File: config.mk
export PLATFORM = sky130hd
export DESIGN_NAME = if_fetch
export DESIGN_NICKNAME = d
export VERILOG_FILES = /design/src/rtl/if_fetch.sv
export SDC_FILE = /design/constraint.sdc
export NUM_CORES = 1
export LEC_CHECK = 0
export CAP_MARGIN = 10
export CORE_AREA = 2 2 125 127
export DETAILED_ROUTE_END_ITERATION = 7
export DIE_AREA = 0 0 127 129
export PLACE_DENSITY_LB_ADDON = 0.25
export SETUP_SLACK_MARGIN = 0.3
export SLEW_MARGIN = 10
export SYNTH_ARGS = -nofsm -noshare
export SYNTH_HDL_FRONTEND = slang
export SYNTH_SLANG_ARGS = --single-unit
File: constraint.sdc
create_clock -name clk -period 2.95 [get_ports clk]
set_input_delay 0.7375 -clock clk [delete_from_list [all_inputs] [get_ports clk]]
set_output_delay 0.7375 -clock clk [all_outputs]
set_load 0.02 [all_outputs]
File: src/rtl/if_fetch.sv
// Instruction-fetch stage: PC, single-outstanding imem reads, IF/ID register.
// Optional per-load/redirect trace output under macro IF_TRACE_EN.
module if_fetch #(
   parameter logic [31:0] RESET_PC = 32'h0000_0000
) (
   input  logic        clk,
   input  logic        rst_n,
   input  logic        EX_MEM_pcsrc,
   input  logic [31:0] EX_MEM_npc,
   input  logic        ID_stall,
   output logic        imem_req,
   output logic [31:0] imem_addr,
   input  logic        imem_rvalid,
   input  logic [31:0] imem_rdata,
   output logic [31:0] IF_ID_instrout,
   output logic [31:0] IF_ID_npcout,
   output logic        IF_ID_valid,
   output logic [31:0] pc_out
);

   localparam logic [1:0] S_IDLE  = 2'd0;
   localparam logic [1:0] S_FETCH = 2'd1;
   localparam logic [1:0] S_WAIT  = 2'd2;
   localparam logic [1:0] S_HOLD  = 2'd3;

   localparam logic [31:0] PC_INIT = RESET_PC & ~32'h3;

   logic [1:0]  state_q, state_d;
   logic [31:0] pc_q, pc_d;
   logic        kill_q, kill_d;
   logic [31:0] hold_q, hold_d;
   logic [31:0] instr_q, instr_d;
   logic [31:0] npc_q, npc_d;
   logic        valid_q, valid_d;

   logic        redirect;
   logic [31:0] target;
   logic [31:0] pc_plus4;
   logic        load;
   logic [31:0] load_instr;

   assign redirect = EX_MEM_pcsrc;
   assign target   = EX_MEM_npc & ~32'h3;
   assign pc_plus4 = pc_q + 32'd4;

   assign imem_req       = (state_q == S_FETCH);
   assign imem_addr      = pc_q;
   assign pc_out         = pc_q;
   assign IF_ID_instrout = instr_q;
   assign IF_ID_npcout   = npc_q;
   assign IF_ID_valid    = valid_q;

   always_comb begin
      state_d    = state_q;
      pc_d       = pc_q;
      kill_d     = kill_q;
      hold_d     = hold_q;
      load       = 1'b0;
      load_instr = hold_q;
      case (state_q)
         S_IDLE: begin
            state_d = S_FETCH;
            if (redirect) pc_d = target;
         end
         S_FETCH: begin
            state_d = S_WAIT;
            if (redirect) begin
               pc_d   = target;
               kill_d = 1'b1;
            end
         end
         S_WAIT: begin
            if (!imem_rvalid) begin
               if (redirect) begin
                  pc_d   = target;
                  kill_d = 1'b1;
               end
            end else if (kill_q || redirect) begin
               // Response belongs to an abandoned path: drop it and refetch.
               kill_d  = 1'b0;
               state_d = S_FETCH;
               if (redirect) pc_d = target;
            end else if (!ID_stall) begin
               load       = 1'b1;
               load_instr = imem_rdata;
               pc_d       = pc_plus4;
               state_d    = S_FETCH;
            end else begin
               hold_d  = imem_rdata;
               state_d = S_HOLD;
            end
         end
         S_HOLD: begin
            if (redirect) begin
               hold_d  = '0;
               pc_d    = target;
               state_d = S_FETCH;
            end else if (!ID_stall) begin
               load       = 1'b1;
               load_instr = hold_q;
               pc_d       = pc_plus4;
               state_d    = S_FETCH;
            end
         end
         default: state_d = S_IDLE;
      endcase
   end

   // Flush beats stall; an idle, unstalled decode gets a bubble.
   always_comb begin
      instr_d = instr_q;
      npc_d   = npc_q;
      valid_d = valid_q;
      if (redirect) begin
         instr_d = '0;
         npc_d   = '0;
         valid_d = 1'b0;
      end else if (load) begin
         instr_d = load_instr;
         npc_d   = pc_plus4;
         valid_d = 1'b1;
      end else if (!ID_stall) begin
         instr_d = '0;
         npc_d   = '0;
         valid_d = 1'b0;
      end
   end

   always_ff @(posedge clk or negedge rst_n) begin
      if (!rst_n) begin
         state_q <= S_IDLE;
         pc_q    <= PC_INIT;
         kill_q  <= 1'b0;
         hold_q  <= '0;
         instr_q <= '0;
         npc_q   <= '0;
         valid_q <= 1'b0;
      end else begin
         state_q <= state_d;
         pc_q    <= pc_d;
         kill_q  <= kill_d;
         hold_q  <= hold_d;
         instr_q <= instr_d;
         npc_q   <= npc_d;
         valid_q <= valid_d;
      end
   end

   a_req_single_cycle: assert property (@(posedge clk) disable iff (!rst_n)
      imem_req |=> !imem_req);
   a_invalid_is_nop: assert property (@(posedge clk) disable iff (!rst_n)
      !IF_ID_valid |-> (IF_ID_instrout == '0));

`ifdef IF_TRACE_EN
   always @(posedge clk) begin
      if (rst_n) begin
         if (load && !redirect)
            $display("IF: pc=%h instr=%h npc=%h", pc_q, load_instr, pc_plus4);
         if (redirect) begin
            if (state_q == S_FETCH || (state_q == S_WAIT && !imem_rvalid))
               $display("IF: redirect -> %h killed", target);
            else
               $display("IF: redirect -> %h", target);
         end
      end
   end
`else
   // Trace output compiled out; datapath and control are unchanged.
`endif

endmodule

## Word level (Yosys, flattened, before mapping)

Cells that the tools add are included.

| word-level totals | value |
|---|---|
| register bits | 132 |
| latch bits | 0 |
| bits in writable memories | 0 |
| ROM bits | 0 |
| output and inout port bits | 130 |
| word-level logic and storage cells | 64 |
| memories kept | 0 |

| operators by class | value |
|---|---|
| add/sub/neg operators | 1 |
| multiply operators | 0 |
| div/mod/pow operators | 0 |
| magnitude comparators | 0 |
| eq/ne operators | 10 |
| shifts and indexed selects | 0 |
| muxes and demuxes | 38 |
| bitwise logic cells | 0 |
| reductions and logical operators | 8 |

Operators by type and width:

| operator | count |
|---|---|
| 2-to-1 mux 32 bit | 18 |
| one-hot mux 32 bit (3 select lines) | 1 |
| one-hot mux 32 bit (2 select lines) | 1 |
| adder 32 x 3 -> 32 bit, second input constant | 1 |
| 2-to-1 mux 1 bit | 10 |
| 2-to-1 mux 2 bit | 5 |
| != test 2 bit, second input constant | 4 |
| one-hot mux 2 bit (4 select lines) | 1 |
| != test 3 bit, second input constant | 2 |
| AND reduction 5 bit | 1 |
| equality test 2 bit, second input constant | 2 |
| one-hot mux 1 bit (2 select lines) | 2 |
| AND reduction 2 bit | 2 |
| nonzero test 2 bit | 2 |
| != test 3 x 2 -> 1 bit, second input constant | 1 |
| equality test 2 x 1 -> 1 bit, second input constant | 1 |
| logical NOT 2 bit | 1 |
| OR reduction 2 bit | 1 |
| logical OR 1 bit | 1 |

## Logic depth before layout (Yosys ltp)

Gate-level depths: netlist (run 1).

| depth | value |
|---|---|
| depth after elaboration | 6 |
| depth in mapped cells | 10 |

## Worst setup path after synthesis (run 1)

Ideal clock, no wire load.

| timing | value |
|---|---|
| path kind | input to register |
| start | input imem_rvalid |
| end | register pc_q[11], in the netlist imem_addr[11] |
| library setup time | 0.153 ns |
| data arrival time | 1.885 ns |
| required time | 2.797 ns |
| setup slack | 0.912 ns |
| cell stages on the path | 8 |
| buffers on the path | 3 |
| cell sequence | and3b_1 > buf_2 > o21ai_2 > clkbuf_2 > buf_2 > a21oi_1 > o21ai_0 > o311ai_0 |

| between the ends | value |
|---|---|
| cells in the longest elaborated chain, start to end | 2 |

RTL lines:

| item | RTL line | source |
|---|---|---|
| start, declared | 13 | `input logic imem_rvalid,` |
| 2-to-1 mux 32 bit | 73 | `if (!imem_rvalid) begin` |
| one-hot mux 32 bit (3 select lines) | 60 | `case (state_q)` |
| named net pc_d[11] | 29 | `logic [31:0] pc_q, pc_d;` |
| end signal, assigned | 140 | `pc_q <= pc_d;` |
| end, declared | 29 |  |

The timed path passes the listed nets, and every way through them passes these cells.
A chain may end at the register's enable or synchronous reset.

## Worst setup path after layout (run 1)

| timing | value |
|---|---|
| start | register state_q[1] |
| end | output imem_req |

| between the ends | value |
|---|---|
| cells in the longest elaborated chain, start to end | 1 |

RTL lines:

| item | RTL line | source |
|---|---|---|
| start, declared | 28 | `logic [1:0] state_q, state_d;` |
| start signal, assigned | 139 | `state_q <= state_d;` |
| equality test 2 x 1 -> 1 bit | 46 | `assign imem_req = (state_q == S_FETCH);` |
| end, declared | 11 | `output logic imem_req,` |

No other way between the ends.

==> results.ini, run 1 <==
[sta]
setup_tns_ns=0
tightestPinTransition_ns=0.734
relSlewSlack=0.508
min_period_over_period=0.851
period_minus_slack_ns=2.51
fin_skew_ns=0.00426
hold_viol=0
rsz0062_at_grt=no
finalMaxSlewViolations=0
setup_viol=0
max_freq_mhz=398

[run]
maxCapViolCount=0

[floorplanning]
core_um2=15000
placementRows=45
die-area_um2=16400
die_w_um=127
die_h_um=129
start_util=0.443
io_pins=199

[route]
drt-initial-drc-count=481
vias=5909
route.detailed.wl_per_inst_um=17.5
drc=0
wirelength_um=18700
first_pass_iters=5
postRouteAntennaNets=0
vias_per_cell=5.53

[cts]
hold_buffers=0
clock_latency_ns=0.42
htreeDepth=4
cts_buffers=17
clock_path_buffers=2
cts_sinks=132
cts_resized=0
root_buffer=clkbuf_16
cts_setup_buffers=0
cts_tree=built
clk_pin_slew_ns=0.06

[critical_path]
path_class=reg -> out
arrival_ns=1.77
r2r_cells=5
crit_path_max_fanout=3
r2r-start=imem_addr[4]$_DFF_PN0_
crit_end=imem_req
rr_endpoint=imem_addr[17]$_DFF_PN0_
start_kind=flop
reg2reg_slack_ns=0.55
end_kind=output pin
cp.required_ns=2.21
crit_start=state_q[1]$_DFFE_PN0P_

[synthesis]
synthFlopType=dfrtp_1
ys_seq_area_frac=0.498
ys_ff_latch=132
syn-mean-instance-area_um2=9.27
synthTopCellsByCount=nand2_1, dfrtp_1, o21ai_0
async_reset_ff_frac=1.00
netlist_instances=715
synth.most_common_cell=nand2_1
synth.area.top_cells=dfrtp_1, nand2_1, o21ai_0
syn_area_um2=6630
synth.net_count=789
yosys.cell_types.count=51
synth_edf_count=0
synth_top_cell_by_area=dfrtp_1
yosysWarningCount=0
netlist.area_leader.share=0.498

[grt]
grt_util_all_layers=0.233
grt_pass1_vias=5845
grt-ovfl-total=0
antenna_found_initial=0
grt_pass1_wl_um=30000
grt_max_degree=65

[placement]
dp.cells=1038
gp_congestion=0.829
hpwlAfterDp_um=12800
port_buffers=196

[layout]
syn2layout_area_growth_pct=39.0
n_antenna_cell=0
n_fill_cell=1239
final_cell_count_no_fill=1069
register_area_um2=3300
multi_input_area_um2=2890
layout-drive-gt1-share=0.0681
nNetsFinal=943

[power_and_ir_drop]
ir_drop_mv=0.424
p_leak_nw=4.08
power.density_nw_per_um2=700

[hold_path]
hp-class=in -> async

[run_status]
outcome=complete, no violations

## cell usage in the layout, fill, tap and decap left out, types with 9 or more instances in the layout
cell type	count
clkdlybuf4s50_1	194
nand2_1	165
dfrtp_1	132
o21ai_0	109
mux2i_1	32
nor2_1	22
xor2_1	19
nand3_1	18
nand4_1	17
clkbuf_16	17
buf_4	17
o211ai_1	12
o311ai_0	11
xnor2_1	9
## worst min path at each step
| stage | from | endpoint | slack [ns] |
|---|---|---|---|
| 2_1_floorplan | rst_n | IF_ID_instrout[0]$_DFFE_PN0P_ | 0.44 |
| 3_3_place_gp | hold_q[12]$_DFFE_PN0P_ | hold_q[12]$_DFFE_PN0P_ | 0.46 |
| 6_report | rst_n | IF_ID_npcout[19]$_DFFE_PN0P_ | 0.21 |
| 4_1_cts | rst_n | IF_ID_npcout[19]$_DFFE_PN0P_ | 0.21 |
| 5_1_grt | rst_n | IF_ID_npcout[19]$_DFFE_PN0P_ | 0.21 |
| 3_5_place_dp | IF_ID_npcout[15]$_DFFE_PN0P_ | IF_ID_npcout[15]$_DFFE_PN0P_ | 0.47 |
## flip-flops by register name, indices dropped and copies added, names as in the netlist
name            flops
hold_q             32
kill_q              1
IF_ID_valid         1
IF_ID_instrout     32
IF_ID_npcout       32
state_q             2
imem_addr          32
## worst max-delay path, stage by stage (launching register included)
cell             delay [ns]
dfrtp_1                0.40
inv_1                  0.11
ha_1                   0.20
clkdlybuf4s50_1        0.66
## report_power, final
| group | total [mW] | leakage, nW | internal (mW) | switching, mW |
|---|---|---|---|---|
| combinational | 1.67 | 2.04 | 0.766 | 0.902 |
| sequential | 2.47 | 1.73 | 2.15 | 0.320 |
| clock | 2.32 | 0.310 | 1.54 | 0.779 |
## layout make-up
| cell class | count | area share |
|---|---|---|
| inverters | 8 | 0.00326 |
| repair buffers | 215 | 0.231 |
| well taps | 188 | 0.0255 |
| flip-flops and latches | 132 | 0.358 |
| multi-input cells | 495 | 0.313 |
| clock buffers | 22 | 0.0503 |
| clock inverters | 9 | 0.0191 |
## per-stage QoR
step	cell area (um^2)	utilization	hold slack, ns	power, mW	setup slack [ns]
after global placement	8580	0.573	0.462	4.09	0.275
after global routing	9220	0.616	0.214	6.79	0.345
after floorplan	6630	-	0.442	3.44	0.912
after detailed placement	8580	0.573	0.470	4.16	0.204
after CTS	9220	0.616	0.208	6.49	0.402
final	9220	0.616	0.207	6.45	0.438
## routing by layer
metal / vias to the layer above / GRT usage / part of all wire
li1: 2771 / - / -
met1: 2871 / 0.292 / 0.43
met2: 233 / 0.381 / 0.48
met3: 34 / 0.0753 / 0.068
met4: 0 / 0.0840 / 0.022
met5: - / 0 / 0
## logic make-up after synthesis
kind of cell             synth area share
AND/OR/NAND/NOR                     0.184
flip-flops                          0.498
multiplexers                       0.0483
buffers and inverters              0.0711
XOR/XNOR                           0.0370
adder cells (fa/ha/maj)           0.00943
AO/OA/AOI/OAI                       0.152
(Power assumes the default switching activity.)
==> run 2, diff against run 1 <==
- ABC_CLOCK_PERIOD_IN_PS: not set -> 2950
==> results of run 2 <==
Final layout, timing and power as in run 1 (identical DEF).
==> run 3, diff against run 2 <==
- CORE_AREA: 2 2 125 127 -> 5 5 128 130
- DIE_AREA: 0 0 127 129 -> 0 0 133 135
==> results.ini, run 3 (synthesis gave the netlist of run 1 again) <==
[layout]
final_common_cell=clkdlybuf4s50_1
mostFrequentLayoutCells=clkdlybuf4s50_1, nand2_1, dfrtp_1, o21ai_0, mux2i_1
syn2layout_area_growth_pct=38.3
n_antenna_cell=0  ; unchanged
final_cell_count_no_fill=1068  ; -0.094%
nNetsFinal=941  ; -0.21%
n_fill_cell=1245  ; +0.48%
layout-drive-gt1-share=0.0693  ; +0.00121

[power_and_ir_drop]
p_leak_nw=4.05  ; -0.84%
ir_drop_mv=0.443  ; +4.5%
power.density_nw_per_um2=683  ; -2.4%
finalPower_mw=6.26  ; -2.9%

[cts]
cts_buffers=17  ; unchanged
root_buffer=clkbuf_16
cts_resized=0  ; unchanged
hold_buffers=0  ; unchanged
cts_sinks=132  ; unchanged
clk_pin_slew_ns=0.05  ; about the same
cts_setup_buffers=0  ; unchanged
htreeDepth=4  ; unchanged
clock_path_buffers=2  ; unchanged
cts_tree=built
clock_latency_ns=0.42  ; about the same

[sta]
tightestPinTransition_ns=0.785  ; +0.0513 ns
rsz0062_at_grt=no
max_freq_mhz=391  ; -1.7%
fin_skew_ns=0.00779  ; +0.00353 ns
timing.final.ws_setup_ns=0.395  ; -0.0431 ns
hold_ws_ns=0.283  ; +0.0762 ns
hold_viol=0  ; unchanged
setup_viol=0  ; unchanged
relSlewSlack=0.474  ; -0.0344
period_minus_slack_ns=2.56  ; +0.0431 ns
setup_tns_ns=0  ; unchanged
finalMaxSlewViolations=0  ; unchanged
min_period_over_period=0.866  ; +0.0146

[placement]
dp.cells=1036  ; -0.19%
port_buffers=196  ; unchanged
hpwlAfterDp_um=13300  ; +4.1%
pre_cts_ws_ns=0.256  ; +0.0515 ns
gp_congestion=0.834  ; +0.69%

[grt]
grt_pass1_vias=6263  ; +7.2%
antenna_found_initial=0  ; unchanged
grt_pass1_wl_um=31400  ; +4.7%
grt_util_all_layers=0.216  ; -0.0173
grt_max_degree=68  ; +4.6%
grt-ovfl-total=0  ; unchanged

[floorplanning]
start_util=0.441  ; -0.00166
die_w_um=133  ; +4.7%
placementRows=45  ; unchanged
io_pins=199  ; unchanged
die_h_um=135  ; +4.7%
core_um2=15000  ; +0.38%
die-area_um2=18000  ; +9.6%

[route]
first_pass_iters=5  ; unchanged
drc=0  ; unchanged
postRouteAntennaNets=0  ; unchanged
vias_per_cell=5.54  ; +0.25%
vias=5918  ; +0.15%
route.detailed.wl_per_inst_um=17.9  ; +2.5%
drt-initial-drc-count=459  ; -4.6%
wirelength_um=19100  ; +2.4%

[critical_path]
start_kind=flop
path_class=reg -> out
crit_path_max_fanout=3  ; unchanged
arrival_ns=1.82  ; +0.05 ns
end_kind=output pin
cp.required_ns=2.21  ; about the same

[hold_path]
hp-class=in -> async

[run]
maxCapViolCount=0  ; unchanged

[run_status]
outcome=complete, no violations

## run 3: cell count changes in the layout (fill, tap and decap cells not counted)
| cell | before | now |
|---|---|---|
| buf_4 | 17 | 14 |
| clkbuf_8 | 2 | 0 |
| clkbuf_1 | 3 | 1 |
| buf_12 | 2 | 3 |
| clkinv_2 | 2 | 5 |
| bufinv_16 | 5 | 3 |
| clkinv_4 | 1 | 2 |
| clkinvlp_4 | 1 | 4 |
## run 3: area by class of cell
cell class / instances / area, um^2 / area share
multi-input combinational: 495 / 2890 / 0.315
clock inverter: 14 / 163 / 0.0177
sequential: 132 / 3300 / 0.360
tap: 188 / 235 / 0.0257
clock buffer: 18 / 429 / 0.0468
inverter: 8 / 30.0 / 0.00328
timing repair buffer: 213 / 2120 / 0.232
## run 3: stage by stage
stage                     area (um^2)  utilization
after floorplan                  6630            -
final                            9170        0.610
after global routing             9170        0.610
after global placement           8580        0.571
after CTS                        9170        0.610
after detailed placement         8580        0.571
## run 3: power breakdown
group | internal (mW) | switching, mW | total (mW)
Clock | 1.32 | 0.794 | 2.11
Sequential | 2.15 | 0.324 | 2.47
Combinational | 0.769 | 0.909 | 1.68
## run 3: metal layers
metal / track usage / vias to the layer above / wire length [um]
li1: - / 2765 / -
met2: 0.359 / 250 / 9320
met3: 0.0656 / 29 / 1430
met5: 0 / - / 0
met4: 0.0820 / 0 / 337
met1: 0.265 / 2874 / 8030
## run 3: worst max-delay path, stage by stage, from the launching register on
cell and delay (ns):
dfrtp_1 0.41, inv_1 0.12, ha_1 0.20, clkdlybuf4s50_1 0.67
## run 3: final timing paths
check,startpoint,to,slack (ns),cells past startpoint
max reg2reg,imem_addr[14]$_DFF_PN0_,imem_addr[30]$_DFF_PN0_,0.59,5
min in group clk,IF_ID_npcout[10]$_DFFE_PN0P_,IF_ID_npcout[10]$_DFFE_PN0P_,0.48,2
max,state_q[1]$_DFFE_PN0P_,imem_req,0.39,3
max in group asynchronous,rst_n,IF_ID_npcout[9]$_DFFE_PN0P_,1.84,2
min reg2reg,IF_ID_npcout[10]$_DFFE_PN0P_,IF_ID_npcout[10]$_DFFE_PN0P_,0.48,2
min,rst_n,IF_ID_npcout[21]$_DFFE_PN0P_,0.28,1
